### src/rtl/rr_grant_scheduler.sv
// Round-robin resource scheduler: one owner at a time, released by done/request drop.
// Define RR_GRANT_TIMEOUT_EN to add the MAX_HOLD forced-release counter and timeout_o pulse.
module rr_grant_scheduler #(
  parameter int NUM_PORTS = 4,
  parameter int MAX_HOLD  = 16
) (
  input  logic                         clk,
  input  logic                         reset,
  input  logic [NUM_PORTS-1:0]         req_i,
  input  logic [NUM_PORTS-1:0]         done_i,
  output logic [NUM_PORTS-1:0]         gnt_o,
  output logic [$clog2(NUM_PORTS)-1:0] gnt_id_o,
  output logic                         busy_o,
  output logic                         timeout_o
);

  localparam int IW = $clog2(NUM_PORTS);

  typedef enum logic {
    ST_IDLE,
    ST_GRANT
  } state_t;

  state_t               state_q, state_d;
  logic [NUM_PORTS-1:0] gnt_q, gnt_d;
  logic [IW-1:0]        id_q, id_d;
  logic [IW-1:0]        ptr_q, ptr_d;
  logic                 timeout_q, timeout_d;

  logic [NUM_PORTS-1:0] cand_req;
  logic [IW-1:0]        cand_id [NUM_PORTS];
  logic [IW-1:0]        sel_id;
  logic                 sel_vld;
  logic                 release_own;
  logic                 hold_max;

  // Candidate gi is the port at rotating distance gi+1 from the last owner.
  for (genvar gi = 0; gi < NUM_PORTS; gi++) begin : g_cand
    logic [IW:0] sum;
    assign sum          = {1'b0, ptr_q} + (IW+1)'(gi + 1);
    assign cand_id[gi]  = (sum >= (IW+1)'(NUM_PORTS)) ? IW'(sum - (IW+1)'(NUM_PORTS))
                                                       : sum[IW-1:0];
    assign cand_req[gi] = req_i[cand_id[gi]];
  end

  always_comb begin
    sel_vld = 1'b0;
    sel_id  = '0;
    for (int k = NUM_PORTS - 1; k >= 0; k--) begin
      if (cand_req[k]) begin
        sel_vld = 1'b1;
        sel_id  = cand_id[k];
      end
    end
  end

  assign release_own = done_i[id_q] | ~req_i[id_q];

`ifdef RR_GRANT_TIMEOUT_EN
  localparam int CW = $clog2(MAX_HOLD);

  logic [CW-1:0] hold_q, hold_d;

  assign hold_max = (state_q == ST_GRANT) && (hold_q == CW'(MAX_HOLD - 1));

  always_comb begin
    hold_d = '0;
    if (state_q == ST_GRANT && state_d == ST_GRANT) begin
      hold_d = hold_q + CW'(1);
    end
  end

  always_ff @(posedge clk or negedge reset) begin
    if (!reset) begin
      hold_q <= '0;
    end else begin
      hold_q <= hold_d;
    end
  end
`else
  localparam int unused_max_hold = MAX_HOLD;
  assign hold_max = 1'b0;
`endif

  always_comb begin
    state_d   = state_q;
    gnt_d     = gnt_q;
    id_d      = id_q;
    ptr_d     = ptr_q;
    timeout_d = 1'b0;
    case (state_q)
      ST_IDLE: begin
        if (sel_vld) begin
          state_d = ST_GRANT;
          gnt_d   = NUM_PORTS'(1) << sel_id;
          id_d    = sel_id;
          ptr_d   = sel_id;
        end
      end
      ST_GRANT: begin
        // A voluntary release in the same cycle as the limit wins: no timeout flag.
        if (release_own || hold_max) begin
          state_d   = ST_IDLE;
          gnt_d     = '0;
          id_d      = '0;
          timeout_d = hold_max & ~release_own;
        end
      end
      default: begin
        state_d = ST_IDLE;
        gnt_d   = '0;
        id_d    = '0;
      end
    endcase
  end

  always_ff @(posedge clk or negedge reset) begin
    if (!reset) begin
      state_q   <= ST_IDLE;
      gnt_q     <= '0;
      id_q      <= '0;
      ptr_q     <= IW'(NUM_PORTS - 1);
      timeout_q <= 1'b0;
    end else begin
      state_q   <= state_d;
      gnt_q     <= gnt_d;
      id_q      <= id_d;
      ptr_q     <= ptr_d;
      timeout_q <= timeout_d;
    end
  end

  assign gnt_o     = gnt_q;
  assign gnt_id_o  = id_q;
  assign busy_o    = |gnt_q;
  assign timeout_o = timeout_q;

endmodule

### config.mk
export PLATFORM = sky130hd
export DESIGN_NAME = rr_grant_scheduler
export DESIGN_NICKNAME = d
export VERILOG_FILES = /design/src/rtl/rr_grant_scheduler.sv
export SDC_FILE = /design/constraint.sdc
export NUM_CORES = 1
export LEC_CHECK = 0
export BUFFER_PORTS_ARGS = -buffer_cell sky130_fd_sc_hd__buf_2
export CAP_MARGIN = 5
export CORE_ASPECT_RATIO = 0.9
export CORE_MARGIN = 2
export CORE_UTILIZATION = 25
export CTS_BUF_LIST = sky130_fd_sc_hd__clkbuf_2
export CTS_CLUSTER_SIZE = 14
export DETAILED_ROUTE_END_ITERATION = 8
export PLACE_DENSITY = 0.54
export SYNTH_ARGS = -nofsm -noshare
export SYNTH_HDL_FRONTEND = slang
export SYNTH_SLANG_ARGS = --single-unit
### constraint.sdc
create_clock -name clk -period 1.75 [get_ports clk]
set_clock_uncertainty 0.05 [all_clocks]
set_input_delay 0.175 -clock clk [delete_from_list [all_inputs] [get_ports clk]]
set_output_delay 0.175 -clock clk [all_outputs]
set_load 0.005 [all_outputs]
After elaboration in Yosys (flattened, before gate mapping)
Index checks and enable logic that the tools add are counted.

Register bits: 9. Output and inout bits: 8. Logic and storage cells: 63.

Add/sub/neg operators: 8. Magnitude comparators: 9. Eq/ne operators: 2. Shifts and indexed selects: 1. Muxes and demuxes: 33. Bitwise logic cells: 3. Reduce and logical (&&, ||, !) cells: 3.

Operators by type and width (count): 2-bit two-way mux (10); 2-bit by 3-bit < comparator with 1-bit output (second input constant) (5); 1-bit binary-select mux with 2-bit select (6); 3-bit greater-or-equal comparator (second input constant) (4); 1-bit two-way mux (12); 4-bit two-way mux (2); 4-bit case mux with 2 select lines (1); 2-bit by 1-bit subtractor with 2-bit output (second input constant) (4); 2-bit by 2-bit adder with 3-bit output (second input constant) (2); 2-bit case mux with 2 select lines (1); 2-bit AND reduction (2); 4-bit OR reduction (1); 1-bit by 2-bit << shifter with 4-bit output (first input constant) (1); 2-bit by 1-bit adder with 3-bit output (second input constant) (1); 2-bit by 3-bit adder with 3-bit output (second input constant) (1); 2-bit by 1-bit != test with 1-bit output (second input constant) (1); 2-bit != test (second input constant) (1); 1-bit inverter (2); 1-bit case mux with 2 select lines (1); 1-bit OR (1).

Logic depth before layout (Yosys ltp)
Depth after elaboration: 12. Depth in mapped cells: 4.

Least setup slack after synthesis
Ideal clock, no wire load.

Kind: reg-to-reg. Start point: reg id_q[0], in the netlist gnt_id_o[0]. End point: reg gnt_q[0], in the netlist gnt_o[0]. Setup time: 0.121 ns. Data arrival time: 1.297 ns. Required time: 1.579 ns. Slack: 0.282 ns. Cell stages (with the launch flop): 5. Path buffers: 0. Period minus slack after synthesis: 1.468 ns. Cell sequence: dfrtp_1 -> and4b_1 -> nor4_4 -> a21oi_2 -> a22o_1.

Longest elaborated chain between the ends: 6. Elaborated cells between the ends (all ways): 8. Classes of those cells: eq/ne (1); mux (4); bitwise (2); reduce/logical (1).

RTL lines: from (decl) (line 26) `logic [IW-1:0] id_q, id_d;`; from (signal assigned) (line 127) `id_q <= id_d;`; 1-bit binary-select mux with 2-bit select (line 57) `assign release_own = done_i[id_q] | ~req_i[id_q];`; 1-bit two-way mux (implied by the code) (line 57); 1-bit inverter (line 57); 1-bit OR * (line 57); 2-bit by 1-bit != test with 1-bit output (no line) *; 2-bit AND reduction (no line) *; to (signal assigned) (line 126) `gnt_q <= gnt_d;`; to (decl) (line 25) `logic [NUM_PORTS-1:0] gnt_q, gnt_d;`.

Every way passes the cells marked *; elsewhere a longest branch is shown, timed or not. The select of a mux whose other input is x is not followed. A chain may end at the register's enable or synchronous reset.

Worst setup path after layout
Start point: reg ptr_q[1]. End point: reg id_q[0], in the netlist gnt_id_o[0].

Longest elaborated chain between the ends: 11. Elaborated cells between the ends (all ways): 36. Classes of those cells: add/sub (8); order compare (4); eq/ne (1); mux (22); reduce/logical (1).

RTL lines: from (decl) (line 27) `logic [IW-1:0] ptr_q, ptr_d;`; from (signal assigned) (line 122) `ptr_q <= IW'(NUM_PORTS - 1);`; from (signal assigned) (line 128) `ptr_q <= ptr_d;`; 2-bit by 3-bit adder with 3-bit output (line 40) `assign sum = {1'b0, ptr_q} + (IW+1)'(gi + 1);`; 3-bit greater-or-equal comparator / 2-bit by 1-bit subtractor with 2-bit output (equally long branches) (line 41) `assign cand_id[gi] = (sum >= (IW+1)'(NUM_PORTS)) ? IW'(sum - (IW+1)'(NUM_PORTS))`; 2-bit two-way mux (line 41); 1-bit binary-select mux with 2-bit select (line 43) `assign cand_req[gi] = req_i[cand_id[gi]];`; 1-bit two-way mux (implied by the code) (line 43); 2-bit two-way mux / 1-bit two-way mux (equally long branches) (4 in series) (line 50) `if (cand_req[k]) begin`; 2-bit two-way mux / 2-bit != test (equally long branches); 2-bit case mux with 2 select lines / 2-bit AND reduction (equally long branches).

Several ways; a longest one is shown, not always the timed one. The select of a mux whose other input is x is not followed.

==> impl_metrics.py <==
metrics = {
    "critical_path": {
        "endpoint_kind": "flop",
        "cp.required_ns": 1.84,
        "cpPeakStageDelay_ns": 0.59,
        "r2r_cells": 4,
        "reg2reg_from": "ptr_q[1]",
        "cp_slowest_cell": "dfstp_2",
        "crit_path_cell_trace": "mux2i_1 -> o22ai_1 -> o21ai_0 -> a21bo_1",
        "r2r_end": "gnt_id_o[0]",
        "cp-start-kind": "flop",
        "crit_fanout": 6,
        "arrival_ns": 1.75,
        "rrSetupSlack_ns": 0.09,
        "crit_type": "reg -> reg",
    },
    "floorplan": {
        "coreArea_mm2": 0.00195,
        "io_pins": 18,
        "die_area_mm2": 0.00250,
        "num_rows": 15,
        "die_width_um": 52.4,
        "initial_core_util_pct": 27.1,
        "die_h_um": 47.6,
    },
    "worst_hold_path": {
        "min_path_cells": 3,
        "holdCritStartpoint": "req_i[2]",
        "worstHoldEndpoint": "state_q",
        "hp-class": "in -> reg",
    },
    "finish": {
        "nNetsFinal": 79,
        "area_growth_pct": 28.2,
        "diodes": 0,
        "mostFrequentLayoutCells": "buf_2, dfrtp_1, clkbuf_2",
        "final_common_cell": "buf_2",
        "drive_above_1_share_pct": 42.6,
    },
    "clock_tree": {
        "clockRootBuffer": "clkbuf_2",
        "clockBufferDepth": 2,
        "cts_hold_buffers": 1,
        "cts_tree": "built",
        "cts_resized": 0,
        "htreeDepth": 1,
        "clock_sinks": 9,
        "insertion_delay_ns": 0.24,
        "postCtsSetupRepairBufs": 0,
        "clk_pin_slew_worst_paths_ns": 0.08,
        "cts_inserted_buffers": 3,
    },
    "detailed_routing": {
        "dr.pass1.iters": 4,
        "routed_wl_mm": 1.12,
        "ant_nets": 0,
        "wire_per_inst_um": 12.1,
        "post-route-drc-count": 0,
        "avgViaCountPerCell": 4.73,
        "vias": 440,
        "first_iter_violations": 7,
    },
    "power": {
        "p_seq_share_pct": 41.6,
        "switchingPower_mw": 0.393,
        "power_frac_clock_pct": 12.8,
        "switching_share_pct": 38.3,
        "p_int_mw": 0.634,
        "ir_worst_vdd_mv": 0.781,
        "p_comb_share_pct": 45.6,
        "finalPower_mw": 1.03,
        "leakagePower_nw": 0.338,
        "p_per_area_mw_per_mm2": 1520,
    },
    "synthesis": {
        "syn-num-nets": 56,
        "synth_top_cell_area_share_pct": 33.2,
        "yosysWarnings": 0,
        "synthCells": 46,
        "synth_seq_area_share_pct": 43.1,
        "synth_area_um2": 528,
        "ys_types": 27,
        "yosysTopAreaCell": "dfrtp_1",
        "synthTopCellsByArea": "dfrtp_1, dfstp_2, mux2i_1",
        "synth.avg_cell_area_um2": 11.5,
        "ys_ff_latch": 9,
    },
    "global_routing": {
        "grt_max_degree": 10,
        "grt_pass1_vias": 417,
        "grtUsageTotal_pct": 10.4,
        "grt-ovfl-total": 0,
        "grt_pass1_wl_mm": 1.84,
        "antenna_found_initial": 0,
    },
    "job": {
        "drv_cap": 0,
    },
    "timing": {
        "period_needed_ns": 1.66,
        "rsz0062_at_grt": "no",
        "tns_ns": 0,
        "period_share_pct": 94.6,
        "finalMaxSlewViolations": 0,
        "hold_viol": 0,
        "finalSetupViolations": 0,
        "max_freq_mhz": 604,
    },
    "status": {
        "status": "complete, no violations",
    },
    "placed_design": {
        "dpl.hpwl_um": 869,
        "gp_congestion": 0.730,
        "portBuffers": 16,
    },
}
[power groups by stage]
stage / Sequential [mW] / Clock [mW] / Combinational (mW)
finish: 0.427 / 0.132 / 0.468
global route: 0.453 / 0.142 / 0.515
CTS: 0.429 / 0.136 / 0.471
global placement: 0.431 / 0 / 0.471
detailed placement: 0.434 / 0 / 0.465
floorplan: 0.415 / 0 / 0.293
[layer usage]
metal | vias to the layer above | GRT usage [%] | part of all wire (%)
li1 | 225 | - | -
met1 | 201 | 14.9 | 54
met2 | 14 | 14.0 | 39
met3 | 0 | 4.69 | 6.3
met4 | 0 | 3.08 | 0
met5 | - | 0 | 0
[critical path, delay by kind of cell (launching register included)]
kind / cells / cell delay, ns
DFF: 1 / 0.59
AOI/OAI and AO/OA: 3 / 0.69
muxes: 1 / 0.21
[layout make-up]
class,instances,area (um2)
multi-input combinational,34,285
tap,25,31.3
inverter,2,7.51
timing repair buffer,19,105
clock buffer,4,20.0
sequential,9,228
fill,221,1270
[how the worst max path moves through the flow]
stage                            from           to  cells past startpoint  slack [ns]
final                        ptr_q[1]  gnt_id_o[0]                      4        0.09
after global routing         ptr_q[1]  gnt_id_o[0]                      4        0.02
after CTS                    ptr_q[1]  gnt_id_o[0]                      4        0.09
after detailed placement     ptr_q[1]  gnt_id_o[0]                      4        0.12
after global placement       ptr_q[1]  gnt_id_o[0]                      4        0.13
after floorplan           gnt_id_o[0]     gnt_o[0]                      4        0.28
[stage by stage]
stage	hold slack [ns]	cells	worst slack (ns)	utilization, %	cell area (um2)
finish	0.242	93	0.0948	34.7	677
global route	0.250	93	0.0207	34.7	677
CTS	0.239	93	0.0878	34.7	677
detailed placement	-0.0151	88	0.121	33.1	647
global placement	-0.0176	88	0.132	33.1	647
floorplan	-0.171	46	0.282	-	528
[sequential cells by signal, summed over array words and instances, names as in the netlist]
| name | flops |
|---|---|
| gnt_id_o | 2 |
| gnt_o | 4 |
| state_q | 1 |
| ptr_q | 2 |
[cells in the mapped netlist]
cell type	number
nor4_1	1
inv_1	2
a22o_1	3
o21ai_1	2
conb_1	1
dfrtp_1	7
mux2i_1	3
nor2_2	1
and4bb_1	2
and4b_1	1
nor3b_1	1
or4_1	1
a21oi_1	2
nor4_2	1
a21bo_1	2
nor4b_2	1
nand2b_1	2
o2bb2ai_1	2
buf_4	1
dfstp_2	2
o21ai_0	1
a211oi_1	1
o22ai_1	1
nor2_1	2
a21oi_2	1
a211o_1	1
nor4_4	1
[logic make-up after synthesis]
family / count (synthesis) / synth area share (%)
muxes: 3 / 5.69
and+or+nand+nor: 14 / 24.9
other: 1 / 0.710
DFF: 9 / 43.1
buffers and inverters: 3 / 2.84
AOI/OAI and AO/OA: 16 / 22.8
Note: power is estimated with default switching activity, not from simulation.
